File: config.mk
export PLATFORM = sky130hd
export DESIGN_NAME = rx_frame_receiver
export DESIGN_NICKNAME = d
export VERILOG_FILES = /design/src/rtl/rx_link_pkg.sv /design/src/rtl/rx_fifo.sv /design/src/rtl/rx_frame_receiver.sv
export SDC_FILE = /design/constraint.sdc
export NUM_CORES = 1
export LEC_CHECK = 0
export BUFFER_PORTS_ARGS = -buffer_cell sky130_fd_sc_hd__buf_2
export CAP_MARGIN = 20
export CORE_AREA = 2 2 244 150
export CTS_CLUSTER_SIZE = 24
export DETAILED_ROUTE_END_ITERATION = 10
export DIE_AREA = 0 0 246 152
export PLACE_DENSITY_LB_ADDON = 0.25
export SYNTH_ARGS = -nofsm -noshare
export SYNTH_HDL_FRONTEND = slang
export SYNTH_SLANG_ARGS = --single-unit
export TNS_END_PERCENT = 50
File: constraint.sdc
create_clock -name clk -period 5.7 [get_ports clk]
set_input_delay 1.14 -clock clk [delete_from_list [all_inputs] [get_ports clk]]
set_output_delay 1.14 -clock clk [all_outputs]
set_load 0.03 [all_outputs]
File: src/rtl/rx_link_pkg.sv
// Shared definitions for the 32-bit link receiver.
//   SYNC_DEFAULT : header sync pattern carried in word bits [31:16]
//   *_HI/*_LO    : header field slice positions (sync, sequence, length)
//   rx_state_t   : frame-parser states
//   fifo_word_t  : payload FIFO entry {last, data}
package rx_link_pkg;

  localparam logic [15:0] SYNC_DEFAULT = 16'hA5A5;

  localparam int SYNC_HI = 31;
  localparam int SYNC_LO = 16;
  localparam int SEQ_HI  = 15;
  localparam int SEQ_LO  = 8;
  localparam int LEN_HI  = 7;
  localparam int LEN_LO  = 0;

  typedef enum logic [1:0] {
    HUNT    = 2'd0,
    PAYLOAD = 2'd1,
    CHECK   = 2'd2
  } rx_state_t;

  typedef struct packed {
    logic        last;
    logic [31:0] data;
  } fifo_word_t;

endpackage

File: src/rtl/rx_fifo.sv
// Synchronous show-ahead FIFO for payload words.
//   clk, rst : clock and synchronous active-high reset (clears pointers/count)
//   push     : write wdata this cycle (ignored when full)
//   pop      : consume the head entry this cycle (ignored when empty)
//   rdata    : head entry, valid whenever empty=0; reads zero when empty
//   count    : number of stored entries (0..DEPTH)
//   full     : count == DEPTH
//   empty    : count == 0
module rx_fifo #(
  parameter int DEPTH = 8,
  parameter int WIDTH = 33,
  localparam int AW   = $clog2(DEPTH)
) (
  input  logic             clk,
  input  logic             rst,
  input  logic             push,
  input  logic [WIDTH-1:0] wdata,
  input  logic             pop,
  output logic [WIDTH-1:0] rdata,
  output logic [AW:0]      count,
  output logic             full,
  output logic             empty
);

  logic [WIDTH-1:0] mem [DEPTH];
  logic [AW-1:0]    wr_ptr;
  logic [AW-1:0]    rd_ptr;
  logic             do_push;
  logic             do_pop;

  assign full    = (count == (AW+1)'(DEPTH));
  assign empty   = (count == '0);
  assign do_push = push & ~full;
  assign do_pop  = pop & ~empty;

  // Show-ahead: the head entry is driven straight from storage. Forcing zero
  // when empty keeps the output clean during and after reset.
  assign rdata = empty ? '0 : mem[rd_ptr];

  always_ff @(posedge clk) begin
    if (do_push) begin
      mem[wr_ptr] <= wdata;
    end
  end

  // Pointers wrap naturally because DEPTH is a power of two.
  always_ff @(posedge clk) begin
    if (rst) begin
      wr_ptr <= '0;
      rd_ptr <= '0;
      count  <= '0;
    end else begin
      if (do_push) begin
        wr_ptr <= wr_ptr + AW'(1);
      end
      if (do_pop) begin
        rd_ptr <= rd_ptr + AW'(1);
      end
      case ({do_push, do_pop})
        2'b10:   count <= count + (AW+1)'(1);
        2'b01:   count <= count - (AW+1)'(1);
        default: count <= count;
      endcase
    end
  end

  a_no_overflow : assert property (@(posedge clk) disable iff (rst) !(push && full));

endmodule

File: src/rtl/rx_frame_receiver.sv
// Receiving end of the 32-bit transmitter link.
// Grants transfer permission, parses the captured word stream into frames
// (header / LEN payload words / XOR checksum), checks sequence numbers and
// checksums, and buffers payload words for a valid/ready consumer.
//   clk, rst  : clock, synchronous active-high reset
//   data_in   : word from the transmitter
//   trfr_prm  : registered transfer permit to the transmitter
//   out_data  : payload word at FIFO head
//   out_last  : head word is the last payload word of its frame
//   out_valid : FIFO non-empty
//   out_ready : downstream accepts the head word
//   frame_ok  : 1-cycle pulse, checksum matched
//   frame_err : 1-cycle pulse, checksum mismatch
//   seq_err   : 1-cycle pulse, header sequence differed from expected
//   rx_active : parser is inside a frame (not hunting)
module rx_frame_receiver
  import rx_link_pkg::*;
#(
  parameter int          DEPTH = 8,
  parameter logic [15:0] SYNC  = SYNC_DEFAULT,
  parameter int          DW    = 32
) (
  input  logic          clk,
  input  logic          rst,
  input  logic [DW-1:0] data_in,
  output logic          trfr_prm,
  output logic [DW-1:0] out_data,
  output logic          out_last,
  output logic          out_valid,
  input  logic          out_ready,
  output logic          frame_ok,
  output logic          frame_err,
  output logic          seq_err,
  output logic          rx_active
);

  localparam int AW = $clog2(DEPTH);

  // Control state
  rx_state_t     state, state_nxt;
  logic [7:0]    remaining, remaining_nxt;
  logic [7:0]    exp_seq, exp_seq_nxt;
  logic [DW-1:0] acc, acc_nxt;
  logic          vld_p1;
  logic          prm_nxt;
  logic          ok_nxt, err_nxt, seq_err_nxt;

  // FIFO interface
  logic          push_word;
  logic          fifo_last;
  logic [DW:0]   fifo_rdata;
  logic [AW:0]   fifo_count;
  logic          fifo_full;
  logic          fifo_empty;
  logic          fifo_pop;
  logic [AW+1:0] demand;

  // Header fields of the word being captured
  logic [15:0]   hdr_sync;
  logic [7:0]    hdr_seq;
  logic [7:0]    hdr_len;

  assign hdr_sync = data_in[SYNC_HI:SYNC_LO];
  assign hdr_seq  = data_in[SEQ_HI:SEQ_LO];
  assign hdr_len  = data_in[LEN_HI:LEN_LO];

  // Permit: a word permitted now arrives two cycles later. Both the word
  // being captured this cycle (vld_p1) and the one already permitted but not
  // yet on the wire (trfr_prm) are in flight, so both are reserved. Header and
  // checksum words are counted as if they consumed a slot, and pops are not
  // credited, which keeps the estimate conservative.
  assign demand  = {1'b0, fifo_count} + (AW+2)'(vld_p1) + (AW+2)'(trfr_prm) + (AW+2)'(1);
  assign prm_nxt = (demand <= (AW+2)'(DEPTH));

  // Frame parser, advanced only on captured words
  always_comb begin
    state_nxt     = state;
    remaining_nxt = remaining;
    exp_seq_nxt   = exp_seq;
    acc_nxt       = acc;
    push_word     = 1'b0;
    fifo_last     = 1'b0;
    ok_nxt        = 1'b0;
    err_nxt       = 1'b0;
    seq_err_nxt   = 1'b0;
    if (vld_p1) begin
      case (state)
        HUNT: begin
          // Zero-length headers are treated as noise and do not touch exp_seq.
          if (hdr_sync == SYNC && hdr_len != 8'd0) begin
            state_nxt     = PAYLOAD;
            remaining_nxt = hdr_len;
            acc_nxt       = data_in;
            seq_err_nxt   = (hdr_seq != exp_seq);
            exp_seq_nxt   = hdr_seq + 8'd1;
          end
        end
        PAYLOAD: begin
          push_word     = 1'b1;
          fifo_last     = (remaining == 8'd1);
          acc_nxt       = acc ^ data_in;
          remaining_nxt = remaining - 8'd1;
          if (remaining == 8'd1) begin
            state_nxt = CHECK;
          end
        end
        CHECK: begin
          ok_nxt    = (data_in == acc);
          err_nxt   = (data_in != acc);
          state_nxt = HUNT;
        end
        default: state_nxt = HUNT;
      endcase
    end
  end

  // Stage p0 -> p1: permit register, capture enable and parser state
  always_ff @(posedge clk) begin
    if (rst) begin
      state     <= HUNT;
      remaining <= '0;
      exp_seq   <= '0;
      trfr_prm  <= 1'b0;
      vld_p1    <= 1'b0;
      frame_ok  <= 1'b0;
      frame_err <= 1'b0;
      seq_err   <= 1'b0;
    end else begin
      state     <= state_nxt;
      remaining <= remaining_nxt;
      exp_seq   <= exp_seq_nxt;
      trfr_prm  <= prm_nxt;
      vld_p1    <= trfr_prm;
      frame_ok  <= ok_nxt;
      frame_err <= err_nxt;
      seq_err   <= seq_err_nxt;
    end
  end

  // Running checksum is pure data; it is always reloaded by a header.
  always_ff @(posedge clk) begin
    acc <= acc_nxt;
  end

  assign rx_active = (state != HUNT);
  assign fifo_pop  = out_valid & out_ready;

  rx_fifo #(
    .DEPTH (DEPTH),
    .WIDTH (DW + 1)
  ) u_fifo (
    .clk   (clk),
    .rst   (rst),
    .push  (push_word & ~fifo_full),
    .wdata ({fifo_last, data_in}),
    .pop   (fifo_pop),
    .rdata (fifo_rdata),
    .count (fifo_count),
    .full  (fifo_full),
    .empty (fifo_empty)
  );

  assign out_valid = ~fifo_empty;
  assign out_data  = fifo_rdata[DW-1:0];
  assign out_last  = fifo_rdata[DW];

  // A payload capture into a full FIFO means the permit logic let a word
  // through it could not hold; the word is dropped.
  a_capture_fits : assert property (@(posedge clk) disable iff (rst) !(push_word && fifo_full));

endmodule

# After elaboration in Yosys (flattened, before gate mapping)
# Memory sizes are Yosys's and may differ from the RTL's. A register that Yosys moved wholly into a read port is not among the register bits.
# Index checks and enable logic that the tools add are counted.
totals:
  mem_count: 1
  ram_bits: 264
  register_bits: 65
  output_inout_bits: 39
  in_bits: 35
  latchBits: 0
  rom_bits: 0
  elab_cells: 75
op_classes:
  mul: 0
  magnitude_cmp: 1
  bitwise_logic: 11
  n_shift: 0
  add_sub_neg: 9
  reduce_logical: 12
  n_div: 0
  n_mux: 17
  n_eq_ne: 12
mem_list:
  columns: ["memory", "words", "width", "rd", "rd_clocked_by_memory_dff", "write_ports", "line_no", "source"]
  rows:
  - ["u_fifo.mem", 8, 33, 1, 1, 1, "rx_fifo.sv:25", "logic [WIDTH-1:0] mem [DEPTH];"]
op_table:
  columns: ["operator", "n"]
  rows:
  - ["32-bit case mux with 2 select lines", 1]
  - ["33-bit two-way mux", 1]
  - ["32-bit == test", 1]
  - ["32-bit two-way mux", 1]
  - ["32-bit != test", 1]
  - ["32-bit XOR", 1]
  - ["16-bit == test, second input constant", 1]
  - ["8-bit case mux with 2 select lines", 1]
  - ["3-bit AND reduction", 3]
  - ["8-bit by 1-bit adder with 8-bit output, second input constant", 1]
  - ["8-bit by 1-bit == test with 1-bit output, second input constant", 1]
  - ["8-bit two-way mux", 1]
  - ["8-bit != test", 1]
  - ["4-bit case mux with 2 select lines", 1]
  - ["8-bit nonzero test", 1]
  - ["8-bit by 1-bit subtractor with 8-bit output, second input constant", 1]
  - ["3-bit by 1-bit adder with 3-bit output, second input constant", 2]
  - ["1-bit two-way mux", 6]
  - ["3-bit two-way mux", 2]
  - ["1-bit inverter", 6]
  - ["2-bit nonzero test", 3]
  - ["4-bit by 1-bit adder with 5-bit output", 1]
  - ["5-bit by 1-bit adder with 5-bit output", 1]
  - ["5-bit by 1-bit adder with 5-bit output, second input constant", 1]
  - ["other kinds (15)", 22]

# Depth between registers and ports, before layout
depth:
  ltp_word: 7
  mapped_depth: 12

# Modules after synthesis
# Synthesis repeated with hierarchy kept, for this count alone.
hier_totals:
  hier_cells: 818
  area_unflattened_um2: 13984.7
modules_own_cells:
  columns: ["mod", "seq_area_each_um2", "n_inst", "cells_per_inst", "area_per_inst_um2"]
  rows:
  - ["rx_fifo", 8187.9, 1, 491, 10682.7]
  - ["rx_frame_receiver", 1421.4, 1, 327, 3301.9]

# Worst setup path after synthesis
# OpenSTA, ideal clock, no wires.
synth_path:
  path_type: "flip-flop to flip-flop"
  start: "reg state[0]"
  end: "mem u_fifo.mem[0][0], enable pin"
  setup_slack_ps: 829
  n_path_buf: 1
  t_required_ps: 5194
  synth_period_minus_slack_ps: 4871
  t_arrival_ps: 4365
  setup_time_ps: 506
  stages_incl_launch_ff: 6
  path_cell_list: "dfxtp_1 clkbuf_1 nand3b_1 a21oi_1 inv_1 nor4_1"
synth_via:
  elab_chain_cells: 7
synth_lines:
  columns: ["item", "line_no", "source"]
  rows:
  - ["from (decl)", "rx_frame_receiver.sv:40", "rx_state_t state, state_nxt;"]
  - ["from (signal assigned)", "rx_frame_receiver.sv:129", "state <= state_nxt;"]
  - ["2-bit by 1-bit == test with 1-bit output", "rx_frame_receiver.sv:87", "case (state)"]
  - ["1-bit two-way mux", "rx_frame_receiver.sv:87", null]
  - ["1-bit two-way mux", "rx_frame_receiver.sv:86", "if (vld_p1) begin"]
  - ["1-bit bitwise AND", "rx_frame_receiver.sv:154", ".push (push_word & ~fifo_full),"]
  - ["1-bit bitwise AND", "rx_fifo.sv:33", "assign do_push = push & ~full;"]
  - ["1-bit two-way mux", "rx_fifo.sv:41", "if (do_push) begin"]
  - ["1-bit two-way mux (not written as such)", "rx_fifo.sv:42", "mem[wr_ptr] <= wdata;"]
  - ["to (decl)", "rx_fifo.sv:25", null]
# Every way passes these cells.

==> metrics.txt <==
status=complete, no violations; Die ar.=37390 sq um; total CTS buffers=30; Total GRT Usage=0.1660; CTS Buffer Depth=3; Layout area overhead=14.64%; Syn Nets=878; Netlist cell types=58; GP Congestion=0.8056; Compound-Gate Fraction of Synth Area=0.02572; Initial Utilization=0.3923; synthesized-area fraction occupied by and/or/nand/nor cells=0.06321; vias per cell=5.238; EDFF count, synth=296; routed len/inst=21.76 um; count of pins over their slew limit=0; first-pass GRT wire length=46740 um; Rows=54; switching power=957.1 uW; Total Wirelength=30690 um; Hold Vio Cnt, Final=0; register bit total from synthesis=332; Placed Cells=1353; H-Tree Depth=1; starting DRC count in detailed routing=623; vias=7385; CP endpoint kind=output pin; kind of path behind the tightest hold check=register to register; clk sinks=332; critical path required time=4.56 ns; Mapped Avg Cell Area=16.74 sq um; Int Power=3814 uW; Mapped Cells=831; Post-Place Cell Area=14940 sq um; post-route ant nets=0; final setup vio count=0; Synth area leaders=edfxtp_1, mux4_2, dfxtp_1; Seq/Total Area, Yosys=0.6906; Setup Buffers After CTS=0; worst reg2reg setup slack=2.18 ns; clock skew=0.01094 ns; Synth Flop Type=edfxtp_1; post-layout net count=957; Post-CTS Hold Buffers=0; Worst setup SP type=register; IO Port Bufs=73; met1 usage=0.2702; Core ar.=35470 sq um; largest net degree at the start of global routing=37; DRC=0; GR peak layer=met1; grt met3 use=0.02756; GRT overflow=0; fmax=0.2442 GHz; count leader, synth=edfxtp_1; grt met2 use=0.2321; initial antenna violation count=0; ant diodes=0; post-synthesis mux area share=0.1386; DP Wirelength=18760 um; pwr dens=299.1 nW/um^2; leakage=0.005078 uW; combinational fraction of design power=0.023; worst skew pair latency=0.56 ns; area leader, netlist=edfxtp_1; Non-Filler Instances=1410; Sw Ratio=0.2006; Synth top area share=0.6388; final setup TNS=0 ns; max-cap viol count=0; slew at the pin with the worst max-slew slack=0.9852 ns; number of global-route vias before repair=7443; register clock-pin slew on the reported worst setup and hold paths=0.07 ns; most frequent cells after synthesis=edfxtp_1, xnor2_1, mux4_2; CP max FO=34; post-synthesis adder-cell area fraction=0.01133; DR pass1 iterations=5; largest family of logic cells by synthesized area=multiplexers; CP Class=register to output pin; peak supply drop=0.2026 mV; ys async rst share=0; clock root cell=clkbuf_16; fin crit share=0.7185; CTS tree=done; Die Ht=152 um; clock share of power=0.422; CTS resizes=0; Post-Synth XOR/XNOR Area=0.05350; I/O Pins=74; Ys Warns=0; Final Cell Area=15950 sq um; Die X-Extent=246 um; depth of the most critical reg-to-reg path=5; layout cells sized above 1=0.2377; Mapped Area=13910 sq um; hold path depth=2; WHS=0.4632 ns; Arr. time, crit path=2.96 ns; headroom to the max-slew limit=0.3416; Sequential Power Share=0.554; minimum clock period=4.096 ns; unrepaired setup endpoints after global routing=no
## state kept, by name, indices dropped and copies added, names as in the netlist, 2 cells and up, named ones only
register and cells:
acc 32, exp_seq 8, remaining 8, state 2, u_fifo.rd_ptr 3, u_fifo.mem 264
u_fifo.wr_ptr 3, u_fifo.count 4
## path summary, 6_finish.rpt
check / endpoint / from
worst max-delay path: out_data[14] / register
worst min-delay path: vld_p1 / trfr_prm
worst max register to register: u_fifo.mem[3][10] / state[0]
worst min register to register: vld_p1 / trfr_prm
## worst max-delay path, cell delays in order (launching register included)
cell,delay (ns)
dfxtp_4,0.84
buf_12,0.37
mux4_2,0.54
mux2i_1,0.34
nor2_1,0.09
buf_2,0.19
## per-stage QoR
stage          setup WS, ns    util  power (uW)
2_1_floorplan        0.8287       -        2747
3_3_place_gp          1.889  0.4213        2807
3_5_place_dp          1.871  0.4213        2809
4_1_cts               1.541  0.4489        4820
5_1_grt               1.434  0.4497        4924
6_report              1.605  0.4497        4771
## placed cells by master, fill, tap and decap left out, types with 11 or more instances in the layout
| cell | instances |
|---|---|
| nor2_1 | 56 |
| buf_2 | 73 |
| dfxtp_1 | 33 |
| mux4_2 | 66 |
| inv_1 | 15 |
| xor2_1 | 15 |
| ha_1 | 11 |
| nand4_1 | 11 |
| buf_4 | 13 |
| mux2i_1 | 43 |
| edfxtp_1 | 296 |
| nand2_1 | 51 |
| xnor2_1 | 70 |
| clkbuf_16 | 31 |
| a21oi_1 | 18 |
## layout make-up
cell class	count	area, sq um
clock inverters	15	126.4
fillers	3096	19520
inverters	15	56.30
well taps	476	595.6
multi-input cells	441	4154
repair buffers	90	550.5
clock buffers	41	853.3
flip-flops and latches	332	9615
## power groups by stage
| stage | combinational [uW] | sequential, uW | clock (uW) |
|---|---|---|---|
| 3_5_place_dp | 112 | 2700 | 0 |
| 3_3_place_gp | 109 | 2700 | 0 |
| 5_1_grt | 123 | 2640 | 2160 |
| 4_1_cts | 112 | 2640 | 2060 |
| 6_report | 112 | 2640 | 2020 |
| 2_1_floorplan | 47.8 | 2700 | 0 |
## per-layer routing
metal	vias up	routed length [um]
met1	3819	15930
met3	38	1385
met4	0	548
met2	177	12830
li1	3351	-
met5	-	0
## logic make-up (layout without fill, tap and decap cells)
| group | count (synthesis) | after routing |
|---|---|---|
| buf+inv | 58 | 161 |
| xor+xnor | 85 | 85 |
| fa+ha+maj | 12 | 12 |
| flops | 332 | 332 |
| mux | 110 | 110 |
| simple gates | 180 | 180 |
| compound gates | 54 | 54 |
(Power assumes the default switching activity.)
